File: src/rtl/ila_dump.sv
// ila_dump -- readout engine for the ila_core capture buffer.
//
// On a start pulse the engine snapshots the sample count. It then walks the
// capture buffer through ila_core's index/value_select read port. Every
// DATA_W slice of every sample is streamed, in order, on a valid/ready word
// stream. An optional header word carrying the sample count comes first.
//
// Ports:
//   clk_i, arst_n_i       clock, asynchronous active-low reset
//   cke_i                 clock enable; low freezes all state and outputs
//   start_i, abort_i      one-cycle pulses: begin / cancel a dump
//   header_en_i           emit a header word (sample count) before the data
//   samples_i             sample count from ila_core, snapshotted at start
//   index_o, value_select_o  read address and slice select to ila_core
//   value_i               slice read back from ila_core, READ_LAT cycles later
//   m_valid_o, m_data_o, m_last_o, m_ready_i  output word stream
//   busy_o                high while a dump is in progress
//   done_o                one-cycle pulse after the final handshake of a dump
module ila_dump #(
    parameter int DATA_W   = 32,
    parameter int BUFFER_W = 10,
    parameter int SIGNAL_W = 64,
    parameter int SEL_W    = 1,
    parameter int READ_LAT = 2
) (
    input  logic                clk_i,
    input  logic                arst_n_i,
    input  logic                cke_i,
    input  logic                start_i,
    input  logic                abort_i,
    input  logic                header_en_i,
    input  logic [BUFFER_W-1:0] samples_i,
    output logic [BUFFER_W-1:0] index_o,
    output logic [SEL_W-1:0]    value_select_o,
    input  logic [DATA_W-1:0]   value_i,
    output logic                m_valid_o,
    output logic [DATA_W-1:0]   m_data_o,
    output logic                m_last_o,
    input  logic                m_ready_i,
    output logic                busy_o,
    output logic                done_o
);

    localparam int N_PARTS = (SIGNAL_W + DATA_W - 1) / DATA_W;
    localparam int LAT_W   = (READ_LAT > 1) ? $clog2(READ_LAT) : 1;
    localparam logic [SEL_W-1:0] PART_MAX = SEL_W'(N_PARTS - 1);
    localparam logic [LAT_W-1:0] LAT_MAX  = LAT_W'(READ_LAT - 1);

    localparam logic [2:0] S_IDLE = 3'd0;
    localparam logic [2:0] S_HDR  = 3'd1;
    localparam logic [2:0] S_ADDR = 3'd2;
    localparam logic [2:0] S_WAIT = 3'd3;
    localparam logic [2:0] S_PUSH = 3'd4;

    logic [2:0]          state_q,   state_d;
    logic [BUFFER_W-1:0] cnt_q,     cnt_d;
    logic [BUFFER_W-1:0] idx_q,     idx_d;
    logic [SEL_W-1:0]    part_q,    part_d;
    logic [LAT_W-1:0]    lat_q,     lat_d;
    logic [BUFFER_W-1:0] index_q,   index_d;
    logic [SEL_W-1:0]    sel_q,     sel_d;
    logic                m_valid_q, m_valid_d;
    logic [DATA_W-1:0]   m_data_q,  m_data_d;
    logic                m_last_q,  m_last_d;
    logic                busy_q,    busy_d;
    logic                done_q,    done_d;

    logic handshake;
    logic last_word;

    assign handshake = m_valid_q & m_ready_i;
    // Only evaluated while a sample is being read, where cnt_q is non-zero.
    assign last_word = (idx_q == cnt_q - BUFFER_W'(1)) && (part_q == PART_MAX);

    always_comb begin
        state_d   = state_q;
        cnt_d     = cnt_q;
        idx_d     = idx_q;
        part_d    = part_q;
        lat_d     = lat_q;
        index_d   = index_q;
        sel_d     = sel_q;
        m_valid_d = m_valid_q;
        m_data_d  = m_data_q;
        m_last_d  = m_last_q;
        busy_d    = busy_q;
        done_d    = 1'b0;

        if (abort_i && busy_q) begin
            // Abort wins over a handshake in the same cycle; no done pulse.
            state_d   = S_IDLE;
            m_valid_d = 1'b0;
            m_last_d  = 1'b0;
            busy_d    = 1'b0;
        end else begin
            case (state_q)
                S_IDLE: begin
                    if (start_i) begin
                        cnt_d  = samples_i;
                        idx_d  = '0;
                        part_d = '0;
                        if (header_en_i) begin
                            state_d   = S_HDR;
                            busy_d    = 1'b1;
                            m_valid_d = 1'b1;
                            m_data_d  = DATA_W'(samples_i);
                            m_last_d  = (samples_i == '0);
                        end else if (samples_i == '0) begin
                            // Empty dump with nothing to send: finish at once.
                            done_d = 1'b1;
                        end else begin
                            state_d = S_ADDR;
                            busy_d  = 1'b1;
                        end
                    end
                end
                S_HDR: begin
                    if (handshake) begin
                        m_valid_d = 1'b0;
                        m_last_d  = 1'b0;
                        if (cnt_q == '0) begin
                            done_d  = 1'b1;
                            busy_d  = 1'b0;
                            state_d = S_IDLE;
                        end else begin
                            state_d = S_ADDR;
                        end
                    end
                end
                S_ADDR: begin
                    index_d = idx_q;
                    sel_d   = part_q;
                    lat_d   = '0;
                    state_d = S_WAIT;
                end
                S_WAIT: begin
                    // The address became visible on entry to WAIT; value_i is
                    // sampled on the READ_LAT-th edge after that.
                    if (lat_q == LAT_MAX) begin
                        m_data_d  = value_i;
                        m_valid_d = 1'b1;
                        m_last_d  = last_word;
                        state_d   = S_PUSH;
                    end else begin
                        lat_d = lat_q + LAT_W'(1);
                    end
                end
                S_PUSH: begin
                    if (handshake) begin
                        m_valid_d = 1'b0;
                        m_last_d  = 1'b0;
                        if (m_last_q) begin
                            done_d  = 1'b1;
                            busy_d  = 1'b0;
                            state_d = S_IDLE;
                        end else begin
                            if (part_q == PART_MAX) begin
                                part_d = '0;
                                idx_d  = idx_q + BUFFER_W'(1);
                            end else begin
                                part_d = part_q + SEL_W'(1);
                            end
                            state_d = S_ADDR;
                        end
                    end
                end
                default: begin
                    state_d = S_IDLE;
                end
            endcase
        end
    end

    always_ff @(posedge clk_i or negedge arst_n_i) begin
        if (!arst_n_i) begin
            state_q   <= S_IDLE;
            cnt_q     <= '0;
            idx_q     <= '0;
            part_q    <= '0;
            lat_q     <= '0;
            index_q   <= '0;
            sel_q     <= '0;
            m_valid_q <= 1'b0;
            m_data_q  <= '0;
            m_last_q  <= 1'b0;
            busy_q    <= 1'b0;
            done_q    <= 1'b0;
        end else if (cke_i) begin
            state_q   <= state_d;
            cnt_q     <= cnt_d;
            idx_q     <= idx_d;
            part_q    <= part_d;
            lat_q     <= lat_d;
            index_q   <= index_d;
            sel_q     <= sel_d;
            m_valid_q <= m_valid_d;
            m_data_q  <= m_data_d;
            m_last_q  <= m_last_d;
            busy_q    <= busy_d;
            done_q    <= done_d;
        end
    end

    assign index_o        = index_q;
    assign value_select_o = sel_q;
    assign m_valid_o      = m_valid_q;
    assign m_data_o       = m_data_q;
    assign m_last_o       = m_last_q;
    assign busy_o         = busy_q;
    assign done_o         = done_q;

endmodule

File: config.mk
export PLATFORM = sky130hd
export DESIGN_NAME = ila_dump
export DESIGN_NICKNAME = d
export VERILOG_FILES = /design/src/rtl/ila_dump.sv
export SDC_FILE = /design/constraint.sdc
export NUM_CORES = 1
export LEC_CHECK = 0
export CORE_MARGIN = 4
export CORE_UTILIZATION = 53
export CTS_CLUSTER_SIZE = 12
export DETAILED_ROUTE_END_ITERATION = 6
export PLACE_DENSITY = 0.86
export SYNTH_ARGS = -nofsm -noshare
export SYNTH_HDL_FRONTEND = slang
export SYNTH_SLANG_ARGS = --single-unit
File: constraint.sdc
create_clock -name clk_i -period 5.7 [get_ports clk_i]
set_clock_uncertainty 0.05 [all_clocks]
set_input_delay 1.14 -clock clk_i [delete_from_list [all_inputs] [get_ports clk_i]]
set_output_delay 1.14 -clock clk_i [all_outputs]
set_load 0.02 [all_outputs]
==> flow_summary.yaml <==
pwr:
  vdd_drop_max_v: 0.000284
  power.total_mw: 1.98
  clockPowerShare: 0.168
  switchingPower_uw: 772
  pwr-share-comb: 0.424
  p_seq_frac: 0.409
  switching_share: 0.391
  p_leak_nw: 1.98
  internal-power_mw: 1.20
  p_per_area_mw_per_mm2: 418
floorplanning:
  pin_count: 96
  core.rowCount: 29
  dieHeight_um: 90.7
  die_width_um: 90.7
  start_util: 0.558
  dieArea_mm2: 0.00823
  core_area_mm2: 0.00649
setup_path:
  crit_type: "input pin to flop"
  crit_family: "simple AND/OR/NAND/NOR gates"
  worstPathCellList: "clkdlybuf4s50_1 > and2_2 > nand2b_1 > nor2_1 > nand2_2 > nand2_1 > o21ai_0"
  worst-path-buf-inv: 1
  start_kind: "input pin"
  slowest_stage: "nand2_2"
  crit_fanout: 65
  required_ns: 5.82
  arrival_ns: 3.36
  crit_path_end_kind: "flop"
  cpPeakStageDelay_ns: 0.62
timing:
  whs_ns: 0.427
  setup_ws_ns: 2.45
  fin_tns_setup_ns: 0
  max_clock_freq_ghz: 0.308
  fin_crit_ns: 3.25
  finalMaxSlewViolations: 0
  rsz0062_at_grt: "no"
  slew_headroom: 0.184
  finalHoldViolations: 0
  post-route-period-util: 0.570
  tightestPinTransition_ns: 1.21
  setup_violations: 0
worst_hold_path:
  hold_path.class: "flop to flop"
yosys:
  synth_cell_type_count: 54
  synth_area_mm2: 0.00362
  synth_nets: 417
  ys_ff_latch: 72
  synth_edf_count: 0
  synthArstFlopShare: 1.00
  synth.yosys.seq_area_share: 0.497
  synthesis.instances: 365
  yosysWarnings: 0
  ys.flop_type: "dfrtp_1"
  postSynthAreaPerCell_um2: 9.93
global_route:
  grt_pass1_wl_um: 14700
  grt-ovfl-total: 0
  first_global_vias: 3025
  track_usage: 0.221
  antenna_found_initial: 0
  grt_max_degree: 73
place:
  dpl_cell_area_mm2: 0.00457
  portBuffers: 95
  gp_congestion: 0.912
  dp.final_hpwl_um: 6290
  post-place-ws_ns: 2.14
route:
  drc: 0
  postRouteAntennaNets: 0
  avgViaCountPerCell: 5.63
  vias: 2999
  wl_per_cell_um: 16.2
  routed_wl_um: 8630
  first_pass_iters: 5
  drtIter0Drc: 170
final_layout:
  multi_input_area_mm2: 0.00169
  area_growth_pct: 30.4
  antenna_cells: 0
  drive_gt1_frac: 0.0746
  finish.instance_area_mm2: 0.00473
  regArea_mm2: 0.00180
  final_common_cell: "clkdlybuf4s50_1"
  fillCellCount: 470
  final_cell_mix: "clkdlybuf4s50_1, dfrtp_1, nand2_1, o21ai_0, o21ai_1"
  nets: 504
clock_tree:
  cts_setup_buffers: 0
  cts_tree: "yes"
  cts.clk_slew.worst_paths_ns: 0.07
  h-tree-depth: 3
  post_cts_resize_count: 0
  cts_buffer_depth: 2
  cts_buffers: 9
  cts.sinks: 72
  cts_hold_buf: 0
  cts_root_buf: "clkbuf_8"
  clock_latency_ns: 0.34
run_status:
  outcome: "completed"
job:
  cap_violations: 0
[final timing paths]
check,start,cells after the start,endpoint,slack [ns]
worst max-delay path,abort_i,7,m_data_o[15],2.45
worst min-delay path,m_data_o[10],2,m_data_o[10],0.43
worst max register to register,busy_o,6,m_data_o[15],3.27
worst min register to register,m_data_o[10],2,m_data_o[10],0.43
max in group asynchronous,arst_n_i,2,cnt_q[1],4.06
min in group asynchronous,arst_n_i,2,m_data_o[25],0.95
[stage by stage]
stage	std cells	utilization
2_1_floorplan	365	-
3_3_place_gp	518	0.704
3_5_place_dp	518	0.704
4_1_cts	533	0.728
5_1_grt	533	0.728
6_report	533	0.728
[worst register-to-register path: stages (launching register included)]
cell	delay, ns
dfrtp_1	0.42
and2_2	0.23
nand2b_1	0.19
nor2_1	0.26
nand2_2	0.62
nand2_1	0.35
o21ai_0	0.14
[flip-flops by register name, summed over array words and instances, names as in the netlist]
signal,flops
part_q,1
index_o,10
lat_q,1
cnt_q,10
done_o,1
value_select_o,1
busy_o,1
idx_q,10
m_valid_o,1
m_data_o,32
m_last_o,1
state_q,3
[layer usage]
metal,vias to the layer above,global-route usage,routed length [um]
li1,1459,-,-
met4,0,0.0906,132
met1,1446,0.272,3650
met5,-,0,0
met3,12,0.0417,408
met2,82,0.382,4430
[kinds of logic after synthesis]
group                      count (synthesis)  share of synthesized area
AOI/OAI and AO/OA                         74                      0.124
xor gates and xnor gates                  21                     0.0507
adders and majority gates                  3                     0.0104
buffers and inverters                     27                     0.0390
DFF                                       72                      0.497
muxes                                     30                     0.0894
and+or+nand+nor                          138                      0.189
[cell type report]
cell class                 instances  share of cell area
clock inverter                     4             0.00477
timing repair buffer              97               0.203
tap                               77              0.0204
inverter                           6             0.00477
sequential                        72               0.381
clock buffer                      11              0.0278
multi-input combinational        266               0.358
[power by group through the flow]
stage	combinational [mW]	sequential, mW	clock (mW)
after floorplan	0.443	0.877	0
final	0.838	0.807	0.331
after global placement	0.812	0.803	0
after global routing	0.911	0.830	0.366
after CTS	0.843	0.803	0.342
after detailed placement	0.840	0.809	0
[synth_stat cells, drive strengths merged (7+ instances only)]
cell / n / area (um^2)
mux2: 19 / 214
nand4: 7 / 43.8
clkbuf: 14 / 72.6
o21ai: 47 / 235
nand3: 7 / 35.0
buf: 7 / 46.3
dfrtp: 72 / 1800
nand2: 72 / 270
mux2i: 11 / 110
xor2: 11 / 96.3
nor2: 19 / 71.3
xnor2: 10 / 87.6
Power figures use the tool's default switching activity.
